**config.mk**
```make
export PLATFORM = sky130hd
export DESIGN_NAME = axi_lite_master
export DESIGN_NICKNAME = d
export VERILOG_FILES = /design/src/rtl/axi_lite_master.sv
export SDC_FILE = /design/constraint.sdc
export NUM_CORES = 1
export LEC_CHECK = 0
export CAP_MARGIN = 30
export CORE_UTILIZATION = 37
export DETAILED_ROUTE_END_ITERATION = 10
export HOLD_SLACK_MARGIN = 0.03
export MAX_ROUTING_LAYER = met4
export PLACE_DENSITY = 0.79
export SETUP_SLACK_MARGIN = 0.5
export SLEW_MARGIN = 20
export SYNTH_ARGS = -nofsm -noshare
export SYNTH_HDL_FRONTEND = slang
export SYNTH_SLANG_ARGS = --single-unit
```
**constraint.sdc**
```tcl
create_clock -name ACLK -period 1.71 [get_ports ACLK]
set_input_delay 0.342 -clock ACLK [delete_from_list [all_inputs] [get_ports ACLK]]
set_output_delay 0.342 -clock ACLK [all_outputs]
set_load 0.005 [all_outputs]
```
**src/rtl/axi_lite_master.sv**
```systemverilog
// axi_lite_master
// ---------------
// AXI4-lite initiator bridging a single-request port onto AXI4-lite read and
// write channels. One transaction is outstanding at a time. A response-wait
// timeout completes the request with an error if the slave never answers.
//
// Ports:
//   ACLK, ARESETn                  clock, asynchronous active-low reset
//   req_valid/req_ready            request handshake (ready only in IDLE)
//   req_write, req_addr,
//   req_wdata, req_wstrb           request payload, captured on accept
//   rsp_valid                      one-cycle completion pulse
//   rsp_rdata, rsp_err             completion data / error, held until next completion
//   AW*, W*, B*, AR*, R*           AXI4-lite master channels
module axi_lite_master #(
    parameter int          AXI_ADDR_WIDTH = 32,
    parameter int          AXI_DATA_WIDTH = 32,
    parameter int          AXI_STRB_WIDTH = AXI_DATA_WIDTH / 8,
    parameter logic [15:0] TIMEOUT        = 16'd1024
) (
    input  logic                      ACLK,
    input  logic                      ARESETn,
    // request / response port
    input  logic                      req_valid,
    output logic                      req_ready,
    input  logic                      req_write,
    input  logic [AXI_ADDR_WIDTH-1:0] req_addr,
    input  logic [AXI_DATA_WIDTH-1:0] req_wdata,
    input  logic [AXI_STRB_WIDTH-1:0] req_wstrb,
    output logic                      rsp_valid,
    output logic [AXI_DATA_WIDTH-1:0] rsp_rdata,
    output logic                      rsp_err,
    // write address
    output logic                      AWVALID,
    input  logic                      AWREADY,
    output logic [AXI_ADDR_WIDTH-1:0] AWADDR,
    output logic [2:0]                AWPROT,
    // write data
    output logic                      WVALID,
    input  logic                      WREADY,
    output logic [AXI_DATA_WIDTH-1:0] WDATA,
    output logic [AXI_STRB_WIDTH-1:0] WSTRB,
    // write response
    input  logic                      BVALID,
    output logic                      BREADY,
    input  logic [1:0]                BRESP,
    // read address
    output logic                      ARVALID,
    input  logic                      ARREADY,
    output logic [AXI_ADDR_WIDTH-1:0] ARADDR,
    output logic [2:0]                ARPROT,
    // read data
    input  logic                      RVALID,
    output logic                      RREADY,
    input  logic [AXI_DATA_WIDTH-1:0] RDATA,
    input  logic [1:0]                RRESP
);

    typedef enum logic [2:0] {
        IDLE    = 3'd0,
        WR_REQ  = 3'd1,
        WR_RESP = 3'd2,
        RD_REQ  = 3'd3,
        RD_RESP = 3'd4
    } state_e;

    state_e                    state_q, state_d;
    logic                      aw_done_q, aw_done_d;
    logic                      w_done_q, w_done_d;
    logic [15:0]               cnt_q, cnt_d;
    logic [AXI_ADDR_WIDTH-1:0] addr_q, addr_d;
    logic [AXI_DATA_WIDTH-1:0] wdata_q, wdata_d;
    logic [AXI_STRB_WIDTH-1:0] wstrb_q, wstrb_d;
    logic                      rsp_valid_q, rsp_valid_d;
    logic [AXI_DATA_WIDTH-1:0] rsp_rdata_q, rsp_rdata_d;
    logic                      rsp_err_q, rsp_err_d;

    logic aw_hs, w_hs, timeout_hit;

    // Payload registers feed the channels directly so address/data stay
    // stable for as long as VALID is held.
    assign AWADDR    = addr_q;
    assign ARADDR    = addr_q;
    assign WDATA     = wdata_q;
    assign WSTRB     = wstrb_q;
    assign AWPROT    = 3'b000;
    assign ARPROT    = 3'b000;
    assign rsp_valid = rsp_valid_q;
    assign rsp_rdata = rsp_rdata_q;
    assign rsp_err   = rsp_err_q;

    // Counter sits at TIMEOUT-1 in the last wait cycle; completion follows
    // one cycle later, i.e. TIMEOUT cycles after entering the response state.
    assign timeout_hit = (TIMEOUT != 16'd0) && (cnt_q == TIMEOUT - 16'd1);

    always_ff @(posedge ACLK or negedge ARESETn) begin
        if (!ARESETn) begin
            state_q     <= IDLE;
            aw_done_q   <= 1'b0;
            w_done_q    <= 1'b0;
            cnt_q       <= '0;
            addr_q      <= '0;
            wdata_q     <= '0;
            wstrb_q     <= '0;
            rsp_valid_q <= 1'b0;
            rsp_rdata_q <= '0;
            rsp_err_q   <= 1'b0;
        end else begin
            state_q     <= state_d;
            aw_done_q   <= aw_done_d;
            w_done_q    <= w_done_d;
            cnt_q       <= cnt_d;
            addr_q      <= addr_d;
            wdata_q     <= wdata_d;
            wstrb_q     <= wstrb_d;
            rsp_valid_q <= rsp_valid_d;
            rsp_rdata_q <= rsp_rdata_d;
            rsp_err_q   <= rsp_err_d;
        end
    end

    always_comb begin
        state_d     = state_q;
        aw_done_d   = aw_done_q;
        w_done_d    = w_done_q;
        cnt_d       = cnt_q;
        addr_d      = addr_q;
        wdata_d     = wdata_q;
        wstrb_d     = wstrb_q;
        rsp_valid_d = 1'b0;
        rsp_rdata_d = rsp_rdata_q;
        rsp_err_d   = rsp_err_q;
        req_ready   = 1'b0;
        AWVALID     = 1'b0;
        WVALID      = 1'b0;
        BREADY      = 1'b0;
        ARVALID     = 1'b0;
        RREADY      = 1'b0;
        aw_hs       = 1'b0;
        w_hs        = 1'b0;

        case (state_q)
            IDLE: begin
                req_ready = 1'b1;
                if (req_valid) begin
                    addr_d  = req_addr;
                    wdata_d = req_wdata;
                    wstrb_d = req_wstrb;
                    state_d = req_write ? WR_REQ : RD_REQ;
                end
            end
            WR_REQ: begin
                AWVALID = !aw_done_q;
                WVALID  = !w_done_q;
                aw_hs   = AWVALID && AWREADY;
                w_hs    = WVALID && WREADY;
                // AW and W may complete in either order or together.
                if ((aw_done_q || aw_hs) && (w_done_q || w_hs)) begin
                    state_d   = WR_RESP;
                    aw_done_d = 1'b0;
                    w_done_d  = 1'b0;
                    cnt_d     = '0;
                end else begin
                    aw_done_d = aw_done_q || aw_hs;
                    w_done_d  = w_done_q || w_hs;
                end
            end
            WR_RESP: begin
                BREADY = 1'b1;
                cnt_d  = cnt_q + 16'd1;
                // A response in the timeout cycle takes priority.
                if (BVALID) begin
                    state_d     = IDLE;
                    rsp_valid_d = 1'b1;
                    rsp_err_d   = BRESP[1];
                    rsp_rdata_d = '0;
                end else if (timeout_hit) begin
                    state_d     = IDLE;
                    rsp_valid_d = 1'b1;
                    rsp_err_d   = 1'b1;
                    rsp_rdata_d = '0;
                end
            end
            RD_REQ: begin
                ARVALID = 1'b1;
                if (ARREADY) begin
                    state_d = RD_RESP;
                    cnt_d   = '0;
                end
            end
            RD_RESP: begin
                RREADY = 1'b1;
                cnt_d  = cnt_q + 16'd1;
                if (RVALID) begin
                    state_d     = IDLE;
                    rsp_valid_d = 1'b1;
                    rsp_err_d   = RRESP[1];
                    rsp_rdata_d = RDATA;
                end else if (timeout_hit) begin
                    state_d     = IDLE;
                    rsp_valid_d = 1'b1;
                    rsp_err_d   = 1'b1;
                    rsp_rdata_d = '0;
                end
            end
            default: state_d = IDLE;
        endcase
    end

endmodule
```
Word-level counts from Yosys, hierarchy flattened --
Cells that the tools add are included.
Storage, ports and cells: memory bits (read-only) 0, flip-flop bits (word level) 123, output and inout bits 146, word-level logic and storage cells 64, latch bits 0, bits of input ports 113, RAM bits 0, memories kept 0
Cells by class: order comparisons 0, add/subtract/negate cells 1, multiply operators 0, eq/ne operators 8, reductions and logical operators 14, shifts and indexed selects 0, mux-type cells 31, divide/modulo/power cells 0, bitwise gates (word level) 0
Operator list (number):
- 32-bit 2-to-1 mux | 3
- 32-bit one-hot mux with 2 select lines | 1
- 16-bit one-hot mux with 3 select lines | 1
- 16-bit 2-to-1 mux | 2
- 3-bit 2-to-1 mux | 6
- 16-bit by 1-bit adder with 16-bit output, second input constant | 1
- 16-bit by 10-bit == test with 1-bit output, second input constant | 1
- 3-bit one-hot mux with 5 select lines | 1
- 1-bit 2-to-1 mux | 14
- 3-bit by 2-bit == test with 1-bit output, second input constant | 2
- 2-bit inequality test, second input constant | 3
- 3-bit AND reduction | 2
- 1-bit one-hot mux with 2 select lines | 2
- 3-bit by 1-bit == test with 1-bit output, second input constant | 1
- 3-bit == test, second input constant | 1
- 1-bit logical AND | 3
- 3-bit logical NOT | 1
- 3-bit nonzero test | 1
- 1-bit logical NOT | 2
- 1-bit logical OR | 2
- 2-bit 2-to-1 mux | 1
- 2-bit AND reduction | 1
- 2-bit nonzero test | 1
- 2-bit OR reduction | 1

Depth between registers and ports, before layout --
depth after elaboration 6, gate-level depth with buffers 7, mapped depth without buffers 5

Least setup slack after synthesis --
Ideal clock, no wire load.
kind reg2reg, start register state_q[0], end register wdata_q[10] (netlist: WDATA[10]), path slack -64 ps, data arrival time 1649 ps, library setup time 125 ps, clock period less this slack 1774 ps, cell stages (with the launch flop) 8, required time 1585 ps, path buffers 4, cell sequence dfrtp_1 -> buf_2 -> nor3_1 -> and2_1 -> buf_2 -> buf_6 -> buf_6 -> mux2_2
Between the ends: longest elaborated chain between the ends 2
Ends and longest elaborated chain:
- start, declared | line 67 | state_e state_q, state_d;
- start signal, assigned | line 109 | state_q <= state_d;
- 3-bit logical NOT | line 142 | case (state_q)
- 2-bit AND reduction (no line)
- end signal, assigned | line 114 | wdata_q <= wdata_d;
- end, declared | line 72 | logic [AXI_DATA_WIDTH-1:0] wdata_q, wdata_d;
Every way passes these cells. A chain may end at the register's enable or synchronous reset.

Worst setup path after layout --
start register state_q[1], end register cnt_q[12]
Between the ends: longest elaborated chain between the ends 4, elaborated cells on any way between the ends 10, those cells by class eq/ne (6); mux (1); reduce/logical (3)
Ends and longest elaborated chain:
- 3-bit == test / 3-bit by 2-bit == test with 1-bit output (equally long branches) | line 142
- 2-bit OR reduction (no line)
- 3-bit nonzero test (no line)
- 3-bit AND reduction (no line)
- end signal, assigned | line 112 | cnt_q <= cnt_d;
- end, declared | line 70 | logic [15:0] cnt_q, cnt_d;
Parallel ways exist; a longest one is shown, timed or not.

==> out/qor.json <==
{
  "synth_area_mm2": 0.005368,
  "timing.max_cap.violations": 0,
  "areaGrowthSynthToFinish_pct": 85.29,
  "antenna_violations_before_repair": 0,
  "fp.dieW_um": 122.4,
  "power.sequential.fraction": 0.265,
  "detailedRoute.firstPassIterationCount": 4,
  "synth-seq-area-share": 0.5734,
  "remaining_drc_errors": 0,
  "async_set_or_reset_flop_fraction_in_the_synthesized_netlist": 1.000,
  "avgRoutedWirePerCell_um": 19.31,
  "synth-edff-count": 0,
  "setup.worst_path.start_class": "flop",
  "cellLeakagePower_nw": 4.837,
  "fin_worst_skew_ps": 4.494,
  "rsz0062_at_grt": "yes",
  "worst_ir_drop_vdd_mv": 0.7293,
  "sw_pwr_w": 0.005762,
  "p_int_w": 0.01290,
  "violated_checks": "setup timing",
  "viasPerCell": 5.042,
  "critical_path.max_fanout": 6,
  "htreeDepth": 4,
  "fp.dieH_um": 122.4,
  "core_mm2": 0.01404,
  "place.gp.congestion": 0.8412,
  "final.hold.worst_slack_ps": 401.5,
  "first_pass_grt_wire_length_mm": 25.72,
  "setup_slack_ps": -261.5,
  "post_synth.cell_area_avg_um2": 13.09,
  "most-common-layout-cells": "sky130_fd_sc_hd__dfrtp_1, sky130_fd_sc_hd__buf_4, sky130_fd_sc_hd__clkdlybuf4s50_1, sky130_fd_sc_hd__buf_6, sky130_fd_sc_hd__clkbuf_2",
  "initial_cell_density_of_the_core": 0.3823,
  "cts_tree": "built",
  "numClockSinks": 123,
  "antenna_violating_nets_post_route": 0,
  "netlist_instances": 410,
  "io_buffer_count": 250,
  "status": "finished, violations left",
  "min_period_ps": 1972,
  "crit_type": "reg -> reg",
  "synthFlopType": "sky130_fd_sc_hd__dfrtp_1",
  "hold_violations": 0,
  "clock.fmax_ghz": 0.5072,
  "category_of_the_worst_setup_path_capture_point": "flop",
  "std_cell_rows": 43,
  "num-nets-final": 918,
  "post-route-util": 0.7083,
  "synth_largest_type_area_fraction": 0.5734,
  "clock_tree.buffer_depth": 2,
  "post_synth_main_area_contributors": "sky130_fd_sc_hd__dfrtp_1, sky130_fd_sc_hd__mux2_2, sky130_fd_sc_hd__buf_4",
  "power_after_layout_w": 0.01867,
  "ys.warnings.count": 0,
  "floorplan.io_pins": 259,
  "drive_gt1_frac": 0.5606,
  "layout.cells.most_common": "sky130_fd_sc_hd__dfrtp_1",
  "fin_crit_share": 1.153,
  "drt-total-wl_mm": 19.25,
  "cts_root_buffer": "sky130_fd_sc_hd__clkbuf_16",
  "drv_slew": 0,
  "design.die.area_mm2": 0.01499,
  "number_of_clock_buffers_inserted_by_tritoncts": 17,
  "sw_frac_of_total": 0.3087,
  "antenna-diode-count": 0,
  "synthDistinctLibCells": 50,
  "timing.hold.worst.class": "in -> async",
  "pwr-share-clk": 0.203,
  "yosysTopAreaCell": "sky130_fd_sc_hd__dfrtp_1",
  "worst_ep_arrival_time_ps": 2310,
  "ff2ff_setup_slack_ps": -260,
  "clock_latency_at_the_later_pin_of_the_worst_skew_pair_ps": 420,
  "synth-seq-cells": 123,
  "finalSetupViolCount": 123,
  "worst_ep_required_time_ps": 2050,
  "power_density_mw_per_mm2": 1877,
  "dp.cells": 831,
  "detail_placement_hpwl_mm": 10.55,
  "first_global_vias": 4896,
  "grt.overflow.total": 0,
  "share_comb_of_total_power": 0.532,
  "clk_pin_slew_worst_setup_hold_paths_ps": 60,
  "final_cell_count_no_fill": 997,
  "drt_first_iter_violations": 221,
  "global_route.usage.total": 0.2344,
  "post-place-ws_ps": -337.6,
  "grt_max_degree": 39,
  "via_count": 5027
}
## cells in the mapped netlist (all sizes together) (3+ instances only)
| master | number |
|---|---|
| buf | 54 |
| and4 | 3 |
| mux2 | 70 |
| or4 | 5 |
| a21oi | 17 |
| o31ai | 4 |
| o21ai | 9 |
| nand2b | 3 |
| nor2 | 13 |
| a22o | 33 |
| or3 | 10 |
| nand4 | 9 |
| clkbuf | 6 |
| inv | 5 |
| dfrtp | 123 |
| nor3 | 3 |
| nand2 | 7 |
| nand3 | 6 |
## repair_timing
action                                 4_1_cts  5_1_grt
hold buffers                                 1        0
setup endpoints to repair                  263      263
buffers inserted                            62       64
endpoints found under the hold margin       19        0
gates resized for setup                    375      200
pin swaps                                   13       16
cloned                                       7        0
## cell type report
class | count | area [µm²]
Clock buffer | 22 | 484.2
Clock inverter | 10 | 138.9
Fill cell | 927 | 4096
Inverter | 6 | 27.53
Multi-Input combinational cell | 226 | 2233
Sequential cell | 123 | 3078
Tap cell | 180 | 225.2
Timing Repair Buffer | 430 | 3759
## sequential cells by signal (all words and copies together), names as in the netlist
| signal | count |
|---|---|
| ARADDR | 32 |
| WDATA | 32 |
| WSTRB | 4 |
| aw_done_q | 1 |
| cnt_q | 16 |
| rsp_err | 1 |
| rsp_rdata | 32 |
| rsp_valid | 1 |
| state_q | 3 |
| w_done_q | 1 |
## layer usage
| layer | track usage | share of wire |
|---|---|---|
| met3 | 0.05019 | 0.055 |
| met4 | 0.09299 | 0.021 |
| met5 | - | 0 |
| met2 | 0.4052 | 0.53 |
| met1 | 0.2632 | 0.39 |
## kinds of logic after synthesis
| family | Yosys count | synth area share |
|---|---|---|
| xor+xnor | 1 | 0.001632 |
| other cells | 1 | 0.0006986 |
| flops | 123 | 0.5734 |
| mux | 71 | 0.1487 |
| compound gates | 73 | 0.1028 |
| fa+ha+maj | 1 | 0.002331 |
| simple gates | 74 | 0.08345 |
| buf+inv | 66 | 0.08694 |
## metrics by stage
step                      cell area, µm²  TNS [ps]
final                               9946    -15030
after global routing                9946    -22020
after CTS                           9564    -12350
after detailed placement            8203    -14140
after global placement              8203    -11140
after floorplan                     5538         0
## critical path, cell delays in order, from the launching register on
cell	delay, ps
sky130_fd_sc_hd__dfrtp_1	390
sky130_fd_sc_hd__buf_6	130
sky130_fd_sc_hd__or3b_4	400
sky130_fd_sc_hd__clkinv_4	70
sky130_fd_sc_hd__buf_6	100
sky130_fd_sc_hd__a221oi_4	50
sky130_fd_sc_hd__buf_6	150
sky130_fd_sc_hd__or4_1	430
sky130_fd_sc_hd__a21oi_1	160
## power by group through the flow
stage	clock, W	combinational (W)	sequential, W
6_report	0.00380	0.00993	0.00494
5_1_grt	0.00397	0.0105	0.00506
4_1_cts	0.00381	0.00890	0.00483
3_5_place_dp	0	0.00718	0.00493
3_3_place_gp	0	0.00705	0.00485
2_1_floorplan	0	0.00334	0.00492
## worst paths after layout
check | cells past startpoint | to | start
setup / recovery | 8 | cnt_q[12] | state_q[1]
hold / removal | 2 | ARADDR[1] | ARESETn
setup reg to reg | 8 | cnt_q[12] | state_q[1]
hold reg to reg | 1 | rsp_rdata[5] | rsp_rdata[5]
max in group asynchronous | 3 | cnt_q[1] | ARESETn
min in group ACLK | 1 | rsp_rdata[5] | rsp_rdata[5]
Power figures use the tool's default switching activity.
